$ cat src/rtl/dtc_sched_pkg.sv
// Shared widths and the result record for the decision-tree classifier scheduler.
// Classes fit in 3 bits; requester IDs are sized for the largest supported NREQ (8).
package dtc_sched_pkg;

    localparam int FEAT_W      = 12;
    localparam int CLASS_W     = 3;
    localparam int NUM_CLASSES = 8;
    localparam int STAT_W      = 16;
    localparam int ID_MAX_W    = 3;

    typedef struct packed {
        logic [CLASS_W-1:0]  cls;
        logic [ID_MAX_W-1:0] id;
    } dtc_res_t;

endpackage

$ cat src/rtl/dtc_rr_arb.sv
// Round-robin grant over NREQ requesters, searching from ptr+1; ptr moves only on an accepted grant.
// Latency: combinational grant. Backpressure: caller withholds advance, so ptr holds and grant is recomputed.
// Grant is not latched, so a requester dropping its request loses the grant with no state change.
module dtc_rr_arb #(
    parameter int NREQ = 4,
    parameter int IDW  = $clog2(NREQ)
) (
    input  logic            clk,
    input  logic            rst,
    input  logic [NREQ-1:0] req,
    input  logic            advance,
    output logic [NREQ-1:0] gnt,
    output logic [IDW-1:0]  gnt_id
);

    logic [IDW-1:0] ptr;
    logic [IDW-1:0] idx;
    logic           found;

    always_comb begin
        gnt    = '0;
        gnt_id = '0;
        idx    = '0;
        found  = 1'b0;
        for (int k = 1; k <= NREQ; k++) begin
            idx = IDW'((int'(ptr) + k) % NREQ);
            if (!found && req[idx]) begin
                found    = 1'b1;
                gnt[idx] = 1'b1;
                gnt_id   = idx;
            end
        end
    end

    // Reset to the last slot so requester 0 is the first one searched.
    always_ff @(posedge clk) begin
        if (rst) begin
            ptr <= IDW'(NREQ - 1);
        end else if (advance) begin
            ptr <= gnt_id;
        end
    end

endmodule

$ cat src/rtl/dtc_sched.sv
// Round-robin scheduler feeding one combinational classifier; two-stage pipeline, results on valid/ready.
// Latency: result valid 2 cycles after request handshake. Backpressure: holds up to 2 vectors, then req_ready all-zero.
// Optional per-class result counters built when DTC_SCHED_STATS_EN is defined; otherwise stat_cnt is 0.
module dtc_sched
    import dtc_sched_pkg::*;
#(
    parameter int NREQ = 4,
    parameter int IDW  = $clog2(NREQ)
) (
    input  logic                   clk,
    input  logic                   rst,
    input  logic [NREQ-1:0]        req_valid,
    input  logic [NREQ*FEAT_W-1:0] req_inp,
    output logic [NREQ-1:0]        req_ready,
    output logic [FEAT_W-1:0]      tree_inp,
    input  logic [CLASS_W-1:0]     tree_outp,
    output logic                   res_valid,
    input  logic                   res_ready,
    output logic [CLASS_W-1:0]     res_class,
    output logic [IDW-1:0]         res_id,
    output logic                   busy,
    input  logic [2:0]             stat_sel,
    input  logic                   stat_clr,
    output logic [STAT_W-1:0]      stat_cnt
);

    logic              s1_v;
    logic [FEAT_W-1:0] s1_feat;
    logic [IDW-1:0]    s1_id;
    logic              s2_v;
    dtc_res_t          s2;

    logic              s1_load;
    logic              s2_load;
    logic              hs;
    logic [NREQ-1:0]   gnt;
    logic [IDW-1:0]    gnt_id;
    logic [FEAT_W-1:0] gnt_feat;
    logic              unused_id;

    assign s2_load   = s1_v && (!s2_v || res_ready);
    assign s1_load   = !s1_v || s2_load;
    assign req_ready = (s1_load && !rst) ? gnt : '0;
    assign hs        = |req_ready;

    dtc_rr_arb #(
        .NREQ (NREQ),
        .IDW  (IDW)
    ) u_arb (
        .clk     (clk),
        .rst     (rst),
        .req     (req_valid),
        .advance (hs),
        .gnt     (gnt),
        .gnt_id  (gnt_id)
    );

    always_comb begin
        gnt_feat = '0;
        for (int i = 0; i < NREQ; i++) begin
            if (gnt[i]) begin
                gnt_feat = req_inp[FEAT_W*i +: FEAT_W];
            end
        end
    end

    always_ff @(posedge clk) begin
        if (rst) begin
            s1_v    <= 1'b0;
            s1_feat <= '0;
            s1_id   <= '0;
            s2_v    <= 1'b0;
            s2      <= '0;
        end else begin
            if (s1_load) begin
                s1_v <= hs;
            end
            if (hs) begin
                s1_feat <= gnt_feat;
                s1_id   <= gnt_id;
            end
            // A new load wins over the downstream pop, keeping s2_v set.
            if (s2_load) begin
                s2_v   <= 1'b1;
                s2.cls <= tree_outp;
                s2.id  <= ID_MAX_W'(s1_id);
            end else if (res_ready) begin
                s2_v <= 1'b0;
            end
        end
    end

    assign tree_inp  = s1_feat;
    assign res_valid = s2_v;
    assign res_class = s2.cls;
    assign res_id    = s2.id[IDW-1:0];
    assign busy      = s1_v || s2_v;
    assign unused_id = ^s2.id;

`ifdef DTC_SCHED_STATS_EN
    logic [STAT_W-1:0] cnt [NUM_CLASSES];

    // Clear also zeroes the readout so it reads 0 on the very next cycle.
    always_ff @(posedge clk) begin
        if (rst || stat_clr) begin
            for (int c = 0; c < NUM_CLASSES; c++) begin
                cnt[c] <= '0;
            end
            stat_cnt <= '0;
        end else begin
            if (s2_v && res_ready && (cnt[s2.cls] != '1)) begin
                cnt[s2.cls] <= cnt[s2.cls] + STAT_W'(1);
            end
            stat_cnt <= cnt[stat_sel];
        end
    end
`else
    logic unused_stat;

    assign unused_stat = ^{stat_sel, stat_clr};
    assign stat_cnt    = '0;
`endif

endmodule

$ cat config.mk
export PLATFORM = sky130hd
export DESIGN_NAME = dtc_sched
export DESIGN_NICKNAME = d
export VERILOG_FILES = /design/src/rtl/dtc_sched_pkg.sv /design/src/rtl/dtc_rr_arb.sv /design/src/rtl/dtc_sched.sv
export SDC_FILE = /design/constraint.sdc
export NUM_CORES = 1
export LEC_CHECK = 0
export ABC_AREA = 1
export CORE_MARGIN = 10
export CORE_UTILIZATION = 35
export DETAILED_ROUTE_END_ITERATION = 8
export PLACE_DENSITY = 0.84
export SLEW_MARGIN = 30
export SYNTH_ARGS = -nofsm -noshare
export SYNTH_HDL_FRONTEND = slang
export SYNTH_SLANG_ARGS = --single-unit
$ cat constraint.sdc
create_clock -name clk -period 2.3 [get_ports clk]
set_clock_uncertainty 0.1 [all_clocks]
set_input_delay 0.46 -clock clk [delete_from_list [all_inputs] [get_ports clk]]
set_output_delay 0.46 -clock clk [all_outputs]
set_load 0.005 [all_outputs]
==> impl_summary.md <==
Setup path
The critical path class is reg2out. The worst-case register-to-register setup slack is -0.03 ns. The worst flop-to-flop path endpoint is tree_inp[11].

STA classifies the critical path startpoint as a register. The maximum fanout along the worst path is 5. The worst setup path is captured at an output port. STA puts the critical path data required time at 1.74 ns. The origin of the critical flop-to-flop path is u_arb.ptr[0]. The depth of the worst register-to-register path is 18. The data arrival time at the worst-slack endpoint is 1.92 ns.

Synth
The adder and majority gate portion of the synthesized area is 4.79%. The share of synthesized cell area in and, or, nand and nor gates is 38.0%. The xor-xnor portion of the synthesized cell area is 0%. The number of cells produced by synthesis is 348. The average instance in the mapped netlist occupies 6.01 sq um. For this run, the number of Yosys warnings is 0. The largest family of logic cells by synthesized area is simple AND/OR/NAND/NOR gates.

After synthesis the cells add up to 0.00209 sq mm. The portion of the post-synthesis area used by sequential elements is 22.0%. The area fraction in compound gates after synthesis is 15.4%. The share of cell area taken by muxes after synthesis is 0%. The number of synthesized register bits is 23. Synthesis instantiated 26 different standard cells from the library.

Floorplan
The width of the chip is 97.3 microns. The die covers 0.00947 sq mm. The top-level port count is 101. For this configuration, the core starts out at a cell density of 35.7%. The core region is 0.00585 sq mm. The number of core rows is 28. The die boundary height is 97.3 microns.

Cells and area
Measured on the finished design, the core utilization comes to 57.7%. Leaving out fill and tap cells, the most frequent cell in the layout is sky130_fd_sc_hd__nand2_1. The post-route cell area is 0.00338 sq mm. The share of layout cells above drive strength 1 is 23.0%. From synthesis to final layout, the design area changed by 61.6%.

For this run, the post-layout net count is 528. In the layout the commonest cells are sky130_fd_sc_hd__nand2_1 (121), sky130_fd_sc_hd__clkdlybuf4s50_1 (72), sky130_fd_sc_hd__inv_1 (48). The repair_antennas step left the layout with diodes totalling 0. The finished layout holds 532 standard cells, fillers aside.

STA
The peak clock frequency supported by timing is 404 MHz. The share of the cycle needed by the critical path after routing is 108%. The number of failing hold endpoints at the final stage is 0. The post-layout worst setup margin is -0.177 ns. The total negative setup slack is -0.737 ns. After layout, the minimum clock period comes to 2.48 ns.

Setup repair after global routing could not meet its margin everywhere. The number of setup violations in the final report is 15. The final count of pins violating max slew is 0.

The worst hold slack is 0.369 ns.

Placement
The placed wire-length estimate after detailed placement is 5.36 mm. Once placement finished, the instance area stood at 0.00303 sq mm. OpenSTA, run right after detailed placement, puts the worst setup slack at -0.617 ns. Buffers placed on the I/O ports in this run total 80. The number of placed instances, taps included is 511. The congestion estimate from routability-driven global placement came to 0.914.

Clock tree
At the later pin of the worst-skew pair, clock insertion delay measures 0.26 ns. In this run the clock root is driven by a sky130_fd_sc_hd__clkbuf_8. The maximum root-to-sink buffer count is 2. The clock sink count is 23.

CTS built an H-tree with a depth of 1. The number of buffers created by CTS is 3. TritonCTS built the clock tree. For this design, the CTS-stage hold fixing added 0 buffers. The clock-pin slew on the worst setup and hold paths is 0.08 ns.

Worst hold path
The startpoint of the tightest hold check path is s1_id[1]. The path with the worst hold slack has its endpoint at s1_id[1]. The min-delay analysis places its worst path in the category reg2reg.

Along the worst hold path, the cell count comes to 2.

Routing
For this run, design rule violations remaining after detail routing come to 0. The count of nets left with antenna violations once routing finished came out at 0. The number of DRC markers after the initial detailed-route iteration is 136. The final wirelength is 7.12 mm.

The number of vias per cell after detailed routing is 4.55. The via total after detailed routing is 2420. The wire length per cell is 13.4 microns. The first detailed-routing pass ran for 4 iterations.

Global routing
Summed over all layers, the global routing overflow is 0. The number of antenna violations at the first check in global routing is 0. The maximum number of pins on one net before global-route repair is 25. The number of global-route vias before repair is 2301. The wire length of the first global-routing pass is 11.0 mm.

The total routing usage reported by global routing is 13.6%.

Status
The checks that failed: negative setup slack. The flow ran to the end, but the final reports show violations.

Power and ir drop
Summing internal, switching and leakage power gives 5.24 mW. For this design the static power due to leakage is 1.72 nW. The worst-case IR drop observed on VDD is 0.718 mV. The power density of the placed cells is 1550 mW/mm^2.

Job
The max-capacitance violation count is 0.
flip-flops by register name (all words and copies together) (netlist names):
| name | flops |
|---|---|
| s1_id | 2 |
| res_class | 3 |
| tree_inp | 12 |
| s1_v | 1 |
| res_id | 2 |
| u_arb.ptr | 2 |
| res_valid | 1 |
Yosys cell counts:
master | instances | area share [%]
sky130_fd_sc_hd__a21boi_0 | 1 | 0.36
sky130_fd_sc_hd__a21boi_2 | 3 | 1.6
sky130_fd_sc_hd__a21oi_1 | 30 | 7.2
sky130_fd_sc_hd__a21oi_2 | 11 | 4.6
sky130_fd_sc_hd__buf_2 | 6 | 1.4
sky130_fd_sc_hd__buf_4 | 16 | 5.7
sky130_fd_sc_hd__buf_6 | 3 | 1.6
sky130_fd_sc_hd__clkbuf_1 | 3 | 0.54
sky130_fd_sc_hd__conb_1 | 1 | 0.18
sky130_fd_sc_hd__dfxtp_1 | 23 | 22
sky130_fd_sc_hd__ha_1 | 8 | 4.8
sky130_fd_sc_hd__inv_1 | 54 | 9.7
sky130_fd_sc_hd__inv_2 | 1 | 0.18
sky130_fd_sc_hd__inv_6 | 1 | 0.42
sky130_fd_sc_hd__nand2_1 | 132 | 24
sky130_fd_sc_hd__nand2_2 | 5 | 1.5
sky130_fd_sc_hd__nand2_4 | 2 | 1.1
sky130_fd_sc_hd__nand3_1 | 20 | 4.8
sky130_fd_sc_hd__nand3_2 | 4 | 1.9
sky130_fd_sc_hd__nor2_1 | 11 | 2.0
sky130_fd_sc_hd__nor2_4 | 2 | 1.1
sky130_fd_sc_hd__nor2_8 | 1 | 0.96
sky130_fd_sc_hd__nor3_1 | 3 | 0.72
sky130_fd_sc_hd__o2111ai_1 | 1 | 0.42
sky130_fd_sc_hd__o21ai_0 | 5 | 1.2
sky130_fd_sc_hd__or2_2 | 1 | 0.30
cells by family after synthesis:
logic type	count (synthesis)
and+or+nand+nor	181
other	1
AOI/OAI and AO/OA	51
buffers and inverters	84
DFF	23
adders and majority gates	8
what timing repair did:
action                     in CTS  in global routing
setup endpoints to repair      20                 21
pin swaps                      16                 15
setup buffers                  14                  2
resized for setup              48                 24
hold endpoints to repair        0                  0
gates cloned                    1                  0
critical path, cell delays in order, from the launching register on:
cell	delay, ns
sky130_fd_sc_hd__dfxtp_4	0.38
sky130_fd_sc_hd__inv_6	0.04
sky130_fd_sc_hd__ha_4	0.29
sky130_fd_sc_hd__inv_4	0.05
sky130_fd_sc_hd__nand2_4	0.06
sky130_fd_sc_hd__nand2_4	0.07
sky130_fd_sc_hd__buf_6	0.12
sky130_fd_sc_hd__nor2_4	0.20
sky130_fd_sc_hd__a21boi_2	0.09
sky130_fd_sc_hd__nand3_1	0.10
sky130_fd_sc_hd__nand2_1	0.10
sky130_fd_sc_hd__inv_1	0.07
sky130_fd_sc_hd__buf_2	0.10
where the power goes:
group | total [mW] | internal [mW] | switching [mW]
sequential | 0.621 | 0.548 | 0.0739
clock | 0.244 | 0.121 | 0.123
combinational | 4.38 | 1.96 | 2.41
total | 5.24 | 2.63 | 2.61
cell type report:
type,count,area [sq um]
fill,508,2470
multi-input combinational,256,1410
timing repair buffer,117,1130
sequential,23,465
inverter,56,224
tap,75,93.8
clock buffer,3,41.3
timing repair inverter,1,7.51
clock inverter,1,5.00
worst max path at each step:
stage | endpoint | startpoint | cells past startpoint
2_1_floorplan | tree_inp[1] | u_arb.ptr[0] | 15
3_3_place_gp | req_ready[2] | req_valid[1] | 11
3_5_place_dp | req_ready[2] | req_valid[1] | 11
4_1_cts | req_ready[0] | u_arb.ptr[0] | 12
5_1_grt | req_ready[0] | u_arb.ptr[0] | 12
6_report | req_ready[0] | u_arb.ptr[0] | 12
per-layer routing:
metal / part of all wire (%) / track usage (%) / wire length (microns)
met1: 42 / 15.6 / 2990
met2: 52 / 25.0 / 3700
met3: 4.2 / 2.13 / 299
met4: 1.9 / 3.80 / 132
met5: 0 / 0 / 0
(Power assumes the default switching activity.)
